## src/rtl/zet_prefix_fetch.sv

```systemverilog
// zet_prefix_fetch: strips LOCK/REP/REPNZ/segment prefixes from the byte stream and presents the opcode with accumulated prefix state (clk, rst_n, flush, byte_i/byte_valid/byte_ready in; op_valid/op_ready, opcode, prefix, lock, seg_ovr, seg, pfx_len, pfx_err out)
module zet_prefix_fetch #(
  parameter int MAX_PREFIX = 14,
  parameter int CNT_W = 4
) (
  input  logic             clk,
  input  logic             rst_n,
  input  logic             flush,
  input  logic [7:0]       byte_i,
  input  logic             byte_valid,
  output logic             byte_ready,
  output logic             op_valid,
  input  logic             op_ready,
  output logic [7:0]       opcode,
  output logic [1:0]       prefix,
  output logic             lock,
  output logic             seg_ovr,
  output logic [1:0]       seg,
  output logic [CNT_W-1:0] pfx_len,
  output logic             pfx_err
);
  typedef enum logic {FETCH, HOLD} state_t;
  state_t state, state_d;
  logic accept, is_pfx, is_rep, is_seg, is_lock, clear;
  always_comb begin
    is_rep = byte_i[7:1] == 7'b1111001;
    is_lock = byte_i == 8'hf0;
    is_seg = byte_i[7:5] == 3'b001 && byte_i[2:0] == 3'b110;
    is_pfx = is_rep || is_lock || is_seg;
    byte_ready = state == FETCH && !flush;
    op_valid = state == HOLD;
    accept = byte_valid && byte_ready;
    clear = flush || (state == HOLD && op_ready);
    state_d = flush ? FETCH :
              (state == FETCH && accept && !is_pfx) ? HOLD :
              (state == HOLD && op_ready) ? FETCH : state;
  end
  always_ff @(posedge clk or negedge rst_n)
    if (!rst_n) state <= FETCH;
    else state <= state_d;
  always_ff @(posedge clk or negedge rst_n)
    if (!rst_n) begin
      opcode <= '0;
      prefix <= '0;
      lock <= 1'b0;
      seg_ovr <= 1'b0;
      seg <= '0;
      pfx_len <= '0;
      pfx_err <= 1'b0;
    end else if (clear) begin
      prefix <= '0;
      lock <= 1'b0;
      seg_ovr <= 1'b0;
      seg <= '0;
      pfx_len <= '0;
      pfx_err <= 1'b0;
    end else if (accept && is_pfx) begin
      if (is_rep) prefix <= {1'b1, byte_i[0]};
      if (is_seg) begin
        seg_ovr <= 1'b1;
        seg <= byte_i[4:3];
      end
      if (is_lock) lock <= 1'b1;
      if (pfx_len == CNT_W'(MAX_PREFIX)) pfx_err <= 1'b1;
      else pfx_len <= pfx_len + 1'b1;
    end else if (accept) opcode <= byte_i;
endmodule

```

## config.mk

```make
export PLATFORM = sky130hd
export DESIGN_NAME = zet_prefix_fetch
export DESIGN_NICKNAME = d
export VERILOG_FILES = /design/src/rtl/zet_prefix_fetch.sv
export SDC_FILE = /design/constraint.sdc
export NUM_CORES = 1
export LEC_CHECK = 0
export CORE_MARGIN = 4
export CORE_UTILIZATION = 44
export DETAILED_ROUTE_END_ITERATION = 6
export PLACE_DENSITY = 0.78
export SLEW_MARGIN = 20
export SYNTH_ARGS = -nofsm -noshare
export SYNTH_HDL_FRONTEND = slang
export SYNTH_SLANG_ARGS = --single-unit
```

## constraint.sdc

```tcl
create_clock -name clk -period 1.5 [get_ports clk]
set_input_delay 0.3 -clock clk [delete_from_list [all_inputs] [get_ports clk]]
set_output_delay 0.3 -clock clk [all_outputs]
set_load 0.03 [all_outputs]
```

* Word-level counts from Yosys, hierarchy flattened
Cells that the tools add are included.
** Word-level totals
- Output and inout bits :: 21
- Word-level logic and storage cells :: 63
- Bits of input ports :: 13
- Register bits :: 20
** Cells by class
- Add/subtract/negate cells :: 1
- Reductions and logical operators :: 24
- Equal/unequal tests :: 6
- Bitwise logic cells :: 3
- Multiplexer cells :: 21
** Operators with widths (count)
- 1-bit 2-to-1 mux :: 12
- 2-bit 2-to-1 mux :: 6
- 4-bit 2-to-1 mux :: 3
- 2-bit AND reduction :: 5
- 2-bit nonzero test :: 5
- 8-bit equality test, second input constant :: 1
- 7-bit equality test, second input constant :: 1
- 1-bit logical AND :: 7
- 4-bit by 1-bit adder with 4-bit output, second input constant :: 1
- 4-bit equality test, second input constant :: 1
- 3-bit by 1-bit equality test with 1-bit output, second input constant :: 1
- 3-bit equality test, second input constant :: 1
- 1-bit logical OR :: 3
- 1-bit inverter :: 3
- 3-bit AND reduction :: 1
- 3-bit nonzero test :: 1
- 1-bit zero test :: 2
- 2-bit inequality test, second input constant :: 1

* Depth between registers and ports, before layout
Gate-level depths: netlist of the first run.
- Depth after elaboration :: 7
- Depth in mapped cells :: 6
- Mapped depth without buffers :: 6

* Worst setup path after synthesis of the first run
OpenSTA, ideal clock, no wires.
- Path kind :: register to register
- Start point :: register state, in the netlist op_valid
- End point :: register pfx_len[3]
- Required time :: 1.374 ns
- Library setup time :: 0.126 ns
- Stages on the path, launching flop included :: 6
- Slack :: -0.449 ns
- Period minus slack after synthesis :: 1.949 ns
- Path buffers :: 1
- Arrival time :: 1.823 ns
- Cells stage by stage :: dfrtp_1 -> nor2_1 -> and2_0 -> buf_2 -> o211ai_4 -> a311o_1
** Between the ends
- Cells in the longest elaborated chain, start to end :: 6
- Elaborated cells on any way between the ends :: 10
- Those cells by class :: 1 x eq/ne; 1 x mux; 1 x bitwise; 7 x reduce/logical
** RTL lines
- start, declared :: RTL line 23 : state_t state, state_d;
- start signal, assigned :: RTL line 40 : else state <= state_d;
- 1-bit inverter :: RTL line 30 : byte_ready = state == FETCH && !flush;
- 1-bit logical AND :: RTL line 30
- via byte_ready :: RTL line 11 : output logic byte_ready,
- 1-bit logical AND :: RTL line 32 : accept = byte_valid && byte_ready;
- 1-bit logical AND :: RTL line 57 : end else if (accept && is_pfx) begin
- 2-bit nonzero test (no source line)
- 2-bit AND reduction (no source line)
- end signal, assigned :: RTL line 65 : else pfx_len <= pfx_len + 1'b1;
- end, declared :: RTL line 19 : output logic [CNT_W-1:0] pfx_len,
The timed path passes the listed nets, and every way through them passes these cells.
A chain may end at the register's enable or synchronous reset.

* Worst setup path after layout of the first run
- Start point :: input byte_i[1]
- End point :: register pfx_len[3]
** Between the ends
- Cells in the longest elaborated chain, start to end :: 6
- Elaborated cells on any way between the ends :: 9
- Those cells by class :: 3 x eq/ne; 6 x reduce/logical
** RTL lines
- start, declared :: RTL line 9 : input logic [7:0] byte_i,
- 8-bit equality test (tied with other cells) :: RTL line 27 : is_lock = byte_i == 8'hf0;
- 1-bit logical OR / 1-bit logical AND (equally long branches) :: RTL line 29, 28
- 1-bit logical OR * :: RTL line 29 : is_pfx = is_rep || is_lock || is_seg;
- 1-bit logical AND * :: RTL line 57
- 2-bit nonzero test (no source line) *
- 2-bit AND reduction (no source line) *
Every way passes the cells marked *; elsewhere a longest branch is shown, timed or not.

==> results.json, run 1 <==
{
  "final_antenna_net_count": 0,
  "critPathKind": "input port to register",
  "portBuffers": 33,
  "arrival_ns": 1.67,
  "start_util_pct": 48.1,
  "post-route-util_pct": 79.1,
  "dieHeight_um": 55.0,
  "synth_area_leaders": "dfrtp_1 (51%), mux2_2 (6.9%), a21oi_1 (3.6%)",
  "vias": 916,
  "vias_per_cell": 5.23,
  "min_path_cells": 2,
  "cts.sinks": 20,
  "fp.coreArea_um2": 2020,
  "crit_path_max_fanout": 8,
  "wl_mm": 2.65,
  "grt_max_degree": 21,
  "min_to": "opcode[2]$_DFFE_PN0P_",
  "slew_headroom_pct": 78.2,
  "drt_iter0_markers": 15,
  "grt_pass1_vias": 974,
  "period_share_pct": 98.9,
  "syn_area_per_cell_um2": 11.3,
  "slew_violations": 0,
  "grt_pass1_wl_mm": 4.17,
  "num_rows": 16,
  "skew_ns": 0.000951,
  "hold_path.class": "input port to register",
  "p_per_area_nw_per_um2": 871,
  "cts_buffer_depth": 2,
  "drive_gt1_share_pct": 35.8,
  "place_ws_ns": -0.547,
  "synth_top_cell_by_area": "dfrtp_1",
  "synth_cell_types": 27,
  "status": "finished clean",
  "place.gp.congestion": 0.863,
  "syn_inst": 86,
  "crit_path_end_kind": "register",
  "antenna_found_initial": 0,
  "antenna_cells": 0,
  "fin_crit_ns": 1.48,
  "clk_pin_slew_ns": 0.11,
  "grt_overflow": 0,
  "synth_top_area_share_pct": 51.5,
  "fp.dieArea_um2": 3030,
  "syn_nets": 101,
  "numCtsBuffers": 3,
  "htreeDepth": 1,
  "hold_viol": 0,
  "r2r-start": "pfx_len[0]$_DFFE_PN0P_",
  "ir_drop_mv": 0.673,
  "place_hpwl_mm": 1.89,
  "postCtsHoldBufs": 0,
  "die_w_um": 55.0,
  "reg2reg_depth": 6,
  "io_pins": 34,
  "firstDrtPassIters": 4,
  "r2r-end": "pfx_len[3]$_DFFE_PN0P_",
  "wl_per_cell_um": 15.2,
  "fmax_mhz": 674,
  "yosysWarnings": 0,
  "grt_usage_pct": 19.7,
  "yosysSeqAreaShare_pct": 51.5,
  "cp.required_ns": 1.69,
  "leakage_nw": 0.793,
  "hold_path.startpoint": "byte_i[2]",
  "syn_area_um2": 972,
  "tightest_slew_ns": 0.328,
  "drc": 0,
  "insertion_delay_ns": 0.29,
  "maxCapViolCount": 0,
  "finalSetupViolations": 0,
  "setup_slack_ns": 0.0158,
  "ff2ff_setup_slack_ns": 0.02,
  "synth-seq-cells": 20,
  "cts_tree": "yes",
  "final_cell_mix": "dlygate4sd2_1 (26), buf_4 (26), dfrtp_1 (17)",
  "rsz0062_at_grt": "true",
  "nets": 164,
  "synthToLayoutAreaGrowth_pct": 64.6,
  "startpoint_type": "input port",
  "cts_root_buf": "clkbuf_4"
}
[how the worst max path moves through the flow]
stage                                 from                      to  slack (ns)  depth (start not counted)
detailed placement               byte_i[2]  pfx_len[3]$_DFFE_PN0P_       -0.55                          7
global route        pfx_len[0]$_DFFE_PN0P_  pfx_len[3]$_DFFE_PN0P_       -0.04                          6
global placement                 byte_i[2]  pfx_len[2]$_DFFE_PN0P_       -0.49                          8
CTS                              byte_i[1]  pfx_len[3]$_DFFE_PN0P_       0.004                          7
finish                           byte_i[1]  pfx_len[3]$_DFFE_PN0P_        0.02                          7
floorplan             op_valid$_DFFE_PN0P_  pfx_len[2]$_DFFE_PN0P_       -0.03                          6
[area by class of cell]
class,instances,area [um^2]
Clock buffer,3,22.5
Clock inverter,1,30.0
Fill cell,146,422
Inverter,3,11.3
Multi-Input combinational cell,62,509
Sequential cell,20,504
Tap cell,27,33.8
Timing Repair Buffer,59,489
[registers in the layout (all words and copies together), names as in the netlist]
name,count
lock,1
opcode,8
seg,2
op_valid,1
pfx_len,4
prefix,2
seg_ovr,1
pfx_err,1
[Yosys cell counts, drive strengths merged]
cell / number
nor3: 4
mux2i: 1
o21a: 1
nand3: 7
o21ai: 5
a21oi: 7
or3b: 1
mux2: 6
and2: 1
a311o: 1
buf: 1
o31ai: 2
inv: 3
nor2: 5
a21o: 2
and2b: 1
nand4bb: 2
nand2b: 1
nor3b: 2
nand2: 10
o211ai: 1
dfrtp: 20
ha: 2
[where the power goes]
part | total [W] | internal (W) | switching, W
registers | 0.000609 | 0.000583 | 0.0000259
logic | 0.000348 | 0.000153 | 0.000196
clock network | 0.000436 | 0.000270 | 0.000167
[metrics by stage]
stage               area [um^2]  setup TNS (ns)  hold slack, ns  total power, W  std cells
finish                     1600               0           0.289         0.00139        175
global placement           1520           -8.31           0.482        0.000978        167
global route               1600         -0.0632           0.281         0.00146        175
CTS                        1590               0           0.327         0.00140        174
floorplan                   997          -0.219         0.00441        0.000792         86
detailed placement         1520           -8.79           0.492        0.000989        167
[kinds of logic after synthesis]
group                    synth area share (%)
buffers and inverters                    1.67
AND/OR/NAND/NOR                          23.0
flip-flops                               51.5
AO/OA/AOI/OAI                            13.3
adder cells (fa/ha/maj)                  2.57
multiplexers                             7.98
[worst max-delay path, cell delays in order]
cell and delay [ns]:
dlygate4sd2_1 0.26, and2b_2 0.25, nor3_4 0.06, buf_4 0.14
o211ai_4 0.26, nor2_1 0.08, a311o_1 0.33
[what timing repair did]
item | CTS | global route
setup buffers | 3 | 1
setup endpoints to repair | 39 | 8
endpoints found under the hold margin | 0 | 0
pin swaps | 3 | 5
resized for setup | 34 | 7
[layer usage]
layer / vias up / wire, um / track usage, %
li1: 438 / - / -
met1: 443 / 1130 / 21.4
met2: 33 / 1390 / 39.0
met3: 2 / 126 / 2.68
met4: 0 / 12 / 5.67
met5: - / 0 / 0
No activity file was read; power rests on OpenSTA's default activity.
==> run 2, diff against run 1 <==
- CORE_UTILIZATION: 44 -> 47
- PLACE_DENSITY: 0.78 -> 0.83
- clock period: 1.5 -> 1.95 ns (I/O delays scaled with it)
==> run 2 against run 1 <==
Net effect: clock power shrank 56%; final area is 7.6% lower; worst hold slack improved by 0.13 ns; total power is 33% lower; sequential power is 23% lower; largest cell class is now flip-flops and latches; highest routed layer unchanged.
==> results.json, run 2 (same netlist as run 1, synthesis figures left out) <==
{
  "cpPeakStageDelay_ns": 0.49,
  "drt_iter0_markers": 7,
  "p_sw_w": 0.000281,
  "dieHeight_um": 53.5,
  "maxCapViolCount": 0,
  "final_antenna_net_count": 0,
  "clockPowerShare_pct": 20.7,
  "postCtsHoldBufs": 0,
  "place.gp.congestion": 0.777,
  "period_share_pct": 95.6,
  "cp.required_ns": 2.13,
  "antenna_found_initial": 0,
  "cts_resized": 0,
  "start_util_pct": 49.6,
  "slew_violations": 0,
  "p_seq_share_pct": 50.0,
  "portBuffers": 33,
  "path_cells": "clkdlybuf4s50_1 > nand4bb_1 > nor3_4 > buf_4 > o211ai_4 > a311o_1",
  "met3RoutedLength_um": 144,
  "p_int_w": 0.000650,
  "power_w": 0.000932,
  "cts_buffer_depth": 2,
  "hold_viol": 0,
  "cpLargestDelayFamily": "buffers and inverters",
  "leakage_nw": 0.634,
  "wl_met2_mm": 1.20,
  "ir_drop_mv": 0.519,
  "place_hpwl_mm": 1.90,
  "drive_gt1_share_pct": 23.2,
  "wl_mm": 2.40,
  "vias_per_cell": 5.30,
  "htreeDepth": 1,
  "antenna_cells": 0,
  "startpoint_type": "input port",
  "finalSetupViolations": 0,
  "crit_path_max_fanout": 6,
  "vias": 875,
  "rsz0062_at_grt": "false",
  "wl_met1_mm": 1.02,
  "post-route-util_pct": 75.4,
  "slew_headroom_pct": 79.0,
  "fp.coreArea_um2": 1960,
  "grt_pass1_wl_mm": 3.88,
  "fmax_mhz": 536,
  "p_per_area_nw_per_um2": 630,
  "synthToLayoutAreaGrowth_pct": 52.1,
  "wl_per_cell_um": 14.5,
  "top_register": "opcode",
  "firstDrtPassIters": 4,
  "tightest_slew_ns": 0.314,
  "grt_usage_pct": 19.2,
  "fin_crit_ns": 1.86,
  "critPathKind": "input port to register",
  "grt_pass1_vias": 872,
  "top_layer_used": "met4",
  "clk_pin_slew_ns": 0.11,
  "layout_commonest_cell": "clkdlybuf4s50_1",
  "postCtsSetupRepairBufs": 0,
  "hold_path.class": "input port to async pin",
  "num_rows": 16,
  "fp.dieArea_um2": 2860,
  "nets": 155,
  "grt_overflow": 0,
  "skew_ns": 0.00799,
  "layout_top_registers": "opcode (8), pfx_len (4)",
  "ff2ff_setup_slack_ns": 0.41,
  "insertion_delay_ns": 0.30,
  "largest_register_ffs": 8,
  "grt_max_degree": 21,
  "critPathBufInv": 2,
  "status": "finished clean",
  "final_cell_mix": "clkdlybuf4s50_1 (32), dfrtp_1 (20), buf_4 (18)",
  "crit_slowest_cell": "clkdlybuf4s50_1",
  "fin_setup_tns_ns": 0,
  "crit_path_end_kind": "register",
  "drc": 0,
  "cts.sinks": 20,
  "arrival_ns": 2.05,
  "cts_root_buf": "clkbuf_4",
  "numCtsBuffers": 3,
  "cts_tree": "yes",
  "io_pins": 34,
  "die_w_um": 53.5,
  "swShare_pct": 30.2,
  "comb_power_share_pct": 29.3
}
-- run 2: cell count changes in the layout (fill, tap and decap cells not counted), sizes merged --
cell	delta
clkdlybuf4s50	+29
bufinv	-1
clkbuf	-1
dlygate4sd2	-26
clkdlybuf4s15	-2
buf	-9
-- run 2: final cells by class --
| type | count | area (um^2) |
|---|---|---|
| Multi-Input combinational cell | 62 | 455 |
| Fill cell | 149 | 483 |
| Timing Repair Buffer | 50 | 455 |
| Tap cell | 27 | 33.8 |
| Clock buffer | 3 | 22.5 |
| Sequential cell | 20 | 500 |
| Inverter | 3 | 11.3 |
-- run 2: routing by layer --
layer  vias up  GRT usage, %
li1        417             -
met1       424          24.0
met2        30          31.2
met3         4          3.94
met4         0          8.94
met5         -             0
-- run 2: path summary, 6_finish.rpt --
kind	cells after the start	from	to
hold reg to reg	1	opcode[5]$_DFFE_PN0P_	opcode[5]$_DFFE_PN0P_
setup reg to reg	6	op_valid$_DFFE_PN0P_	prefix[0]$_DFFE_PN0P_
min in group clk	1	opcode[5]$_DFFE_PN0P_	opcode[5]$_DFFE_PN0P_
hold / removal	2	rst_n	opcode[0]$_DFFE_PN0P_
max in group asynchronous	2	rst_n	opcode[4]$_DFFE_PN0P_
setup / recovery	6	byte_i[2]	pfx_len[3]$_DFFE_PN0P_
-- run 2: power by group through the flow --
stage / Clock, W / Sequential, W / Combinational, W
6_report: 0.000193 / 0.000466 / 0.000273
5_1_grt: 0.000222 / 0.000472 / 0.000290
4_1_cts: 0.000200 / 0.000467 / 0.000275
3_5_place_dp: 0 / 0.000475 / 0.000274
3_3_place_gp: 0 / 0.000473 / 0.000270
2_1_floorplan: 0 / 0.000541 / 0.0000617
-- run 2: metrics by stage --
| stage | instance area [um^2] | setup WS, ns | cells | hold WS, ns |
|---|---|---|---|---|
| 4_1_cts | 1480 | 0.102 | 165 | 0.423 |
| 3_5_place_dp | 1460 | -0.216 | 162 | 0.494 |
| 2_1_floorplan | 972 | 0.000810 | 86 | 0.0944 |
| 5_1_grt | 1480 | 0.0465 | 165 | 0.422 |
| 3_3_place_gp | 1460 | -0.171 | 162 | 0.482 |
| 6_report | 1480 | 0.0855 | 165 | 0.418 |
